**src/rtl/cpu_bus_pkg.sv**
```systemverilog
// Shared types and constants for the external memory bus arbiter.
// The bus FSM states, the two access owners and the memory_select encodings.
package cpu_bus_pkg;

    typedef enum logic [1:0] {
        IDLE   = 2'd0,
        ADDR   = 2'd1,
        STROBE = 2'd2,
        DONE   = 2'd3
    } bus_state_t;

    typedef enum logic {
        FETCH = 1'b0,
        DATA  = 1'b1
    } owner_t;

    localparam logic MEMSEL_PROG = 1'b0;
    localparam logic MEMSEL_DATA = 1'b1;

endpackage

```
**src/rtl/rr_arb2.sv**
```systemverilog
// Two-input round-robin grant between fetch and data requesters.
// last_grant advances only when the bus FSM accepts the current grant.
import cpu_bus_pkg::*;

module rr_arb2 (
    input  logic   clk,
    input  logic   reset,
    input  logic   req_fetch,
    input  logic   req_data,
    input  logic   accept,
    output logic   grant_valid,
    output owner_t grant
);

    owner_t last_grant;

    always_comb begin
        grant_valid = req_fetch | req_data;
        grant       = FETCH;
        if (req_fetch && req_data) begin
            // On a tie the requester that was not served last wins.
            grant = (last_grant == FETCH) ? DATA : FETCH;
        end else if (req_data) begin
            grant = DATA;
        end
    end

    always_ff @(posedge clk) begin
        if (reset) begin
            last_grant <= FETCH;
        end else if (accept) begin
            last_grant <= grant;
        end
    end

endmodule

```
**src/rtl/ext_bus_arbiter.sv**
```systemverilog
// Shares the single external memory bus between instruction fetch and MOVX data,
// sequencing each access through ADDR, STROBE (WAIT_CYCLES) and DONE phases.
import cpu_bus_pkg::*;

module ext_bus_arbiter #(
    parameter int WAIT_CYCLES = 2,
    parameter int ADDR_W      = 16,
    parameter int DATA_W      = 8
) (
    input  logic              clk,
    input  logic              reset,
    input  logic              if_req,
    input  logic [ADDR_W-1:0] if_addr,
    output logic              if_ack,
    output logic [DATA_W-1:0] if_rdata,
    input  logic              dm_req,
    input  logic              dm_we,
    input  logic [ADDR_W-1:0] dm_addr,
    input  logic [DATA_W-1:0] dm_wdata,
    output logic              dm_ack,
    output logic [DATA_W-1:0] dm_rdata,
    output logic [ADDR_W-1:0] addr_bus,
    output logic [DATA_W-1:0] data_out,
    output logic              data_oe,
    input  logic [DATA_W-1:0] data_in,
    output logic              read_en,
    output logic              write_en,
    output logic              psen,
    output logic              memory_select
);

    localparam logic [3:0] CNT_LOAD = 4'(WAIT_CYCLES - 1);

    bus_state_t        state, state_next;
    owner_t            owner_r;
    owner_t            grant;
    logic              grant_valid;
    logic              accept;
    logic              we_r;
    logic              memsel_r;
    logic [3:0]        cnt;
    logic [ADDR_W-1:0] addr_r;
    logic [DATA_W-1:0] wdata_r;
    logic [DATA_W-1:0] if_rdata_r;
    logic [DATA_W-1:0] dm_rdata_r;

    assign accept = (state == IDLE) && grant_valid;

    rr_arb2 u_arb (
        .clk         (clk),
        .reset       (reset),
        .req_fetch   (if_req),
        .req_data    (dm_req),
        .accept      (accept),
        .grant_valid (grant_valid),
        .grant       (grant)
    );

    always_ff @(posedge clk) begin
        if (reset) begin
            state <= IDLE;
        end else begin
            state <= state_next;
        end
    end

    always_comb begin
        state_next = state;
        case (state)
            IDLE:    if (grant_valid) state_next = ADDR;
            ADDR:    state_next = STROBE;
            STROBE:  if (cnt == 4'd0) state_next = DONE;
            DONE:    state_next = IDLE;
            default: state_next = IDLE;
        endcase
    end

    always_ff @(posedge clk) begin
        if (reset) begin
            owner_r    <= FETCH;
            we_r       <= 1'b0;
            memsel_r   <= MEMSEL_PROG;
            cnt        <= 4'd0;
            addr_r     <= '0;
            wdata_r    <= '0;
            if_rdata_r <= '0;
            dm_rdata_r <= '0;
        end else begin
            if (accept) begin
                owner_r  <= grant;
                we_r     <= (grant == DATA) && dm_we;
                memsel_r <= (grant == DATA) ? MEMSEL_DATA : MEMSEL_PROG;
                addr_r   <= (grant == DATA) ? dm_addr : if_addr;
                if (grant == DATA) wdata_r <= dm_wdata;
            end
            if (state == ADDR) begin
                cnt <= CNT_LOAD;
            end else if (state == STROBE && cnt != 4'd0) begin
                cnt <= cnt - 4'd1;
            end
            // Read data is captured at the end of the last strobe cycle.
            if (state == STROBE && cnt == 4'd0 && !we_r) begin
                if (owner_r == FETCH) if_rdata_r <= data_in;
                else                  dm_rdata_r <= data_in;
            end
        end
    end

    always_comb begin
        psen     = 1'b0;
        read_en  = 1'b0;
        write_en = 1'b0;
        data_oe  = 1'b0;
        if_ack   = 1'b0;
        dm_ack   = 1'b0;
        case (state)
            ADDR: begin
                data_oe = we_r;
            end
            STROBE: begin
                data_oe  = we_r;
                psen     = (owner_r == FETCH);
                read_en  = (owner_r == DATA) && !we_r;
                write_en = (owner_r == DATA) && we_r;
            end
            DONE: begin
                if_ack = (owner_r == FETCH);
                dm_ack = (owner_r == DATA);
            end
            default: ;
        endcase
    end

    assign addr_bus      = addr_r;
    assign data_out      = wdata_r;
    assign memory_select = memsel_r;
    assign if_rdata      = if_rdata_r;
    assign dm_rdata      = dm_rdata_r;

endmodule

```
**config.mk**
```make
export PLATFORM = sky130hd
export DESIGN_NAME = ext_bus_arbiter
export DESIGN_NICKNAME = d
export VERILOG_FILES = /design/src/rtl/cpu_bus_pkg.sv /design/src/rtl/rr_arb2.sv /design/src/rtl/ext_bus_arbiter.sv
export SDC_FILE = /design/constraint.sdc
export NUM_CORES = 1
export LEC_CHECK = 0
export CAP_MARGIN = 20
export CORE_UTILIZATION = 40
export DETAILED_ROUTE_END_ITERATION = 8
export PLACE_DENSITY = 0.79
export RECOVER_POWER = 25
export SKIP_CTS_REPAIR_TIMING = 1
export SYNTH_ARGS = -nofsm -noshare
export SYNTH_HDL_FRONTEND = slang
export SYNTH_SLANG_ARGS = --single-unit
```
**constraint.sdc**
```tcl
create_clock -name clk -period 3.2 [get_ports clk]
set_input_delay 0.48 -clock clk [delete_from_list [all_inputs] [get_ports clk]]
set_output_delay 0.48 -clock clk [all_outputs]
set_load 0.02 [all_outputs]
```
==> impl_summary.log <==
INFO  metric placeableCoreArea = 5107 µm²
INFO  metric share_of_the_yosys_chip_area_belonging_to_registers = 0.4539
INFO  metric synth_enable_flop_cells = 0
INFO  metric cap_violations = 0
INFO  metric worst_setup_path_start_kind = flop
INFO  metric register_area = 960.9 µm²
INFO  metric die_span_in_y = 74.75 µm
INFO  metric post-route-drc-count = 0
INFO  metric synth-async-reset-ratio = 0
INFO  metric largest_net_degree_at_the_start_of_global_routing = 50
INFO  metric postSynthCellCount = 256
INFO  metric initialDrtViolationCount = 80
INFO  metric synth_area_leader_cell = dfxtp_1
INFO  metric report.final.hold_viol_count = 0
INFO  metric cts-buffers-inserted = 5
INFO  metric critical_path_class = reg -> out
INFO  metric area_growth = 51.60%
INFO  metric critical-path-max-stage-delay = 620 ps
INFO  metric cts_tree = yes
INFO  metric num_vias = 2203
INFO  metric dieArea = 5588 µm²
INFO  metric detailed_place_hpwl = 4.073 mm
INFO  metric synth_top_flop_cell = dfxtp_1
INFO  metric depth_of_the_cts_h_tree = 2
INFO  metric worstHoldEndpoint = dm_rdata[6]
INFO  metric clk-insertion-delay-late = 300 ps
INFO  metric antenna_left = 0
INFO  metric routed_via_density = 5.296
INFO  metric worst_slew_margin_rel = 0.3200
INFO  metric clockRootBuffer = clkbuf_8
INFO  metric diodes = 0
INFO  metric die_width = 74.75 µm
INFO  metric clkSlewWorstSetupHoldPaths = 90 ps
INFO  metric outcome = completed
INFO  metric layout_common_cells = clkdlybuf4s50_1, dfxtp_1, nand2_1
INFO  metric worst_margin_slew = 1016 ps
INFO  metric routedWlPerCell = 13.42 µm
INFO  metric timing.hold.worst_path_depth = 2
INFO  metric antenna_violations_before_repair = 0
INFO  metric crit_buf_inv = 3
INFO  metric cts.sink_count = 48
INFO  metric skew = 11.83 ps
INFO  metric multiInputGateArea = 1033 µm²
INFO  metric finish.net_count = 404
INFO  metric launch_instance_of_the_worst_min_delay_path = dm_rdata[6]
INFO  metric gate_family_responsible_for_the_most_delay_along_the_worst_path = buffers and inverters
INFO  metric crit_path_end_kind = primary output
INFO  metric number_of_global_route_vias_before_repair = 2044
INFO  metric yosys_register_bits = 48
INFO  metric floorplan.initialDensity = 0.4145
INFO  metric number_of_port_buffers = 99
INFO  metric timing.reg2reg.setup_slack = 1270 ps
INFO  metric layout.cells.most_common = clkdlybuf4s50_1
INFO  metric synth_top_cell_area_share = 0.4539
INFO  metric place_inst = 408
INFO  metric post-route-min-period = 2783 ps
INFO  metric syn-mean-instance-area = 8.270 µm²
INFO  metric drive_above_1_share = 0.04913
INFO  metric crit-reg2reg-launch = cnt[0]
INFO  metric arrival = 2300 ps
INFO  metric instances_no_fill = 416
INFO  metric cpMaxStageDelayCell = clkdlybuf4s50_1
INFO  metric timing.critical_path.fanout_max = 10
INFO  metric max_rail_drop_vdd = 0.4332 mV
INFO  metric global_route_total_overflow = 0
INFO  metric part_of_the_cycle_the_worst_path_needs = 0.8698
INFO  metric grt_first_pass_wirelength = 8.956 mm
INFO  metric netlist_area_before_placement = 2117 µm²
INFO  metric max_freq = 359.3 MHz
INFO  metric worstRegToRegCells = 5
INFO  metric setup_viols_final = 0
INFO  metric pwr_density_cell = 700.6 nW/µm²
INFO  metric detailedRoute.firstPassIterationCount = 4
INFO  metric groute.usage.overall = 0.2114
INFO  metric gpl.final_weighted_congestion = 0.7809
INFO  metric synth_fp_nets = 315
INFO  metric wirelength = 5.582 mm
INFO  metric power.leakage = 1.240 nW
INFO  metric synthTopCellsByArea = dfxtp_1, a311oi_1, o21ai_0
INFO  metric min-delay-path-class = reg -> reg
INFO  metric io-pin-count = 100
INFO  metric timing.final.max_slew_violations = 0
INFO  metric yosysUniqueCellTypes = 38
INFO  metric ys.warnings.count = 0
INFO  metric path_cells = inv_1 -> ha_1 -> nand3b_1 -> clkinv_1 -> clkdlybuf4s50_1
INFO  metric max-clock-path-buffers = 2
INFO  metric grt_setup_unrepaired = no
INFO  metric placement_rows = 26
INFO  metric crit-reg2reg-capture = cnt[1]
INFO  metric data_required_time_of_the_worst_path = 2720 ps
INFO  metric tns = 0 ps
INFO  metric fill_cells = 458
==> registers in the layout, indices dropped and copies added (netlist names) <==
| register | count |
|---|---|
| dm_rdata | 8 |
| addr_bus | 16 |
| we_r | 1 |
| cnt | 4 |
| state | 2 |
| memory_select | 1 |
| data_out | 8 |
| if_rdata | 8 |
==> power by group <==
part           total [mW]  internal, mW  switching [mW]
Combinational        1.04         0.439           0.601
Sequential          0.829         0.740          0.0887
Clock               0.379         0.177           0.203
==> area by class of cell <==
cell class,count,area share
clock buffers,6,0.02573
well taps,70,0.02729
inverters,8,0.009357
multi-input cells,181,0.3220
flip-flops and latches,48,0.2994
repair buffers,101,0.3119
clock inverters,2,0.004288
==> logic make-up after synthesis <==
group,share of synthesized area
compound gates,0.2317
xor+xnor,0.004138
fa+ha+maj,0.03546
buf+inv,0.05792
flops,0.4539
mux,0.004728
simple gates,0.2122
==> per-stage QoR <==
step	cell area (µm²)	utilization	hold WS (ps)	power (mW)	setup slack, ps
finish	3209	0.6284	475.6	2.248	416.7
detailed placement	3113	0.6095	468.6	1.904	761.6
CTS	3209	0.6284	481.3	2.287	419.6
global placement	3113	0.6095	462.1	1.880	846.1
global route	3209	0.6284	501.7	2.401	235.2
floorplan	2117	-	481.6	1.488	1459
==> Yosys cell counts (all sizes together), types with 2 or more instances <==
library cell	n
a21oi	24
buf	10
or3	2
nand2b	2
or3b	2
o211ai	2
inv	7
dfxtp	48
nor3	2
a311oi	16
clkbuf	9
nor3b	3
and2	2
nor2	20
ha	6
and3	2
nand3	26
nand2	32
o21ai	27
==> worst max-delay path by stage <==
| stage | from | to | cells after the start |
|---|---|---|---|
| CTS | state[0] | read_en | 5 |
| finish | state[0] | read_en | 5 |
| detailed placement | state[0] | read_en | 5 |
| floorplan | state[0] | read_en | 5 |
| global route | state[0] | read_en | 5 |
| global placement | state[0] | read_en | 5 |
==> metal layers <==
layer  track usage  wire length (µm)
met4       0.07757                99
met2        0.3584              2677
met3       0.09639               600
met1        0.2326              2204
met5             0                 0
==> worst min-delay path: stages (launching register included) <==
cell and delay, ps:
dfxtp_1 310, o21ai_0 60, a21oi_1 60
No activity file was read; power rests on OpenSTA's default activity.
==> edit: new RTL, same flow settings <==
Re-encode `bus_state_t` (4 states) as one-hot, 4 bits wide.
--- a/src/rtl/cpu_bus_pkg.sv
+++ b/src/rtl/cpu_bus_pkg.sv
@@ -2,11 +2,11 @@
 // The bus FSM states, the two access owners and the memory_select encodings.
 package cpu_bus_pkg;
 
-    typedef enum logic [1:0] {
-        IDLE   = 2'd0,
-        ADDR   = 2'd1,
-        STROBE = 2'd2,
-        DONE   = 2'd3
+    typedef enum logic [3:0] {
+        IDLE   = 4'b0001,
+        ADDR   = 4'b0010,
+        STROBE = 4'b0100,
+        DONE   = 4'b1000
     } bus_state_t;
 
     typedef enum logic {
Function: no difference found for any inputs over 10 cycles, from zero or initial values and one cycle with reset high; not proved beyond that.
==> edit against the unedited design <==
Sequential cell count rose by 2; worst setup slack improved by 56 ps; synthesized cell count is 1.2% lower; synthesized area rose by 5.9%; cell area rose by 4.2%; wire length is 3.3% higher; largest cell class unchanged.
Power is not compared: it rests on default switching activity, and its combinational part moved more than twofold at a synthesized area within 25%.
==> edit: results (changes against the unedited design) <==
hp-start: "data_out[2]"  # was dm_rdata[6]
reg2regPathDepth: 4  # was 5
grt_usage_pct: 20.8  # was 21.1%
fill_cells: 461  # was 458
place_ws_ps: 763  # was 762 ps
gp_congestion: 0.789  # was 0.781
drt_iter0_drc: 144  # was 80
syn_inst: 253  # was 256
vias_per_cell: 5.21  # was 5.30
status: "complete, no violations"  # unchanged
skew_ps: 6.99  # was 11.8 ps
wl_per_cell_um: 14.0  # was 13.4 um
via_count: 2140  # was 2,203
r2r_slack_ps: 890  # was 1270 ps
min_to: "data_out[2]"  # was dm_rdata[6]
cp_max_fo: 9  # was 10
yosys-top-cells-area: "dfxtp_1, mux2i_1, a21oi_1"  # was dfxtp_1, a311oi_1, o21ai_0
grt_pass1_wl_um: 9950  # was 8960 um
synth_common_cells: "dfxtp_1, nand2_1, a21oi_1"  # was dfxtp_1, nand2_1, o21ai_0
worst_hold_slack_ps: 478  # was 476 ps
placed_cells: 403  # was 408
synth.lib_cells_used.distinct: 33  # was 38
r2r_start: "state[0]"  # was cnt[0]
worstMarginPinSlew_ps: 1280  # was 1020 ps
switching_power_uw: 427
r2r_end: "state[3]"  # was cnt[1]
nets: 394  # was 404
[edit: changes by cell type after synthesis, sizes merged, moves of 6 or more]
cell | unedited run | this run
nand3 | 26 | 9
mux2i | 1 | 16
nand2b | 2 | 24
clkbuf | 9 | 18
a21oi | 24 | 30
nor2 | 20 | 7
o21ai | 27 | 11
[edit: worst max-delay path: cells and delay by family (launching register included)]
kind	cells	cell delay [ps]
flip-flops	1	480
AND/OR/NAND/NOR	2	830
buffers and inverters	1	630
[edit: power groups by stage]
stage | Combinational, mW | Clock [mW] | Sequential [mW]
after detailed placement | 0.379 | 0 | 0.716
after global routing | 0.402 | 0.452 | 0.709
after global placement | 0.377 | 0 | 0.714
after CTS | 0.381 | 0.418 | 0.703
final | 0.370 | 0.405 | 0.701
after floorplan | 0.160 | 0 | 0.752
[edit: metrics by stage]
step	cell area, um2	total power [mW]
after floorplan	2240	0.912
after global placement	3260	1.09
after detailed placement	3260	1.10
after CTS	3360	1.50
after global routing	3340	1.56
final	3340	1.48
[edit: kinds of logic (layout without fill, tap and decap cells)]
| group | Yosys count | in the layout | share of synthesized area (%) |
|---|---|---|---|
| compound gates | 65 | 65 | 18.3 |
| xor+xnor | 1 | 1 | 0.391 |
| fa+ha+maj | 1 | 1 | 0.558 |
| buf+inv | 26 | 114 | 4.91 |
| flops | 50 | 50 | 44.7 |
| mux | 16 | 16 | 7.15 |
| simple gates | 94 | 94 | 24.0 |
[edit: layer usage]
layer	track usage, %	up-vias	share of wire [%]
met5	0	-	0
met4	5.77	0	1.1
met3	8.57	6	8.5
met2	34.2	74	48
met1	24.9	981	43
li1	-	1079	-
[edit: cell type report]
type | instances | area, um2 | area share (%)
multi-input combinational | 177 | 1130 | 33.7
timing repair buffer | 103 | 1010 | 30.3
sequential | 50 | 1000 | 29.9
clock buffer | 7 | 96.3 | 2.88
tap | 70 | 87.6 | 2.62
inverter | 3 | 11.3 | 0.337
clock inverter | 1 | 8.76 | 0.262
[edit: how the worst max path moves through the flow]
stage / from / endpoint / slack (ps) / cells past startpoint
final: state[2] / read_en / 470 / 3
after global routing: state[2] / read_en / 320 / 3
after CTS: state[2] / read_en / 410 / 3
after detailed placement: state[2] / read_en / 760 / 3
after global placement: state[2] / read_en / 800 / 3
after floorplan: state[1] / read_en / 1120 / 4
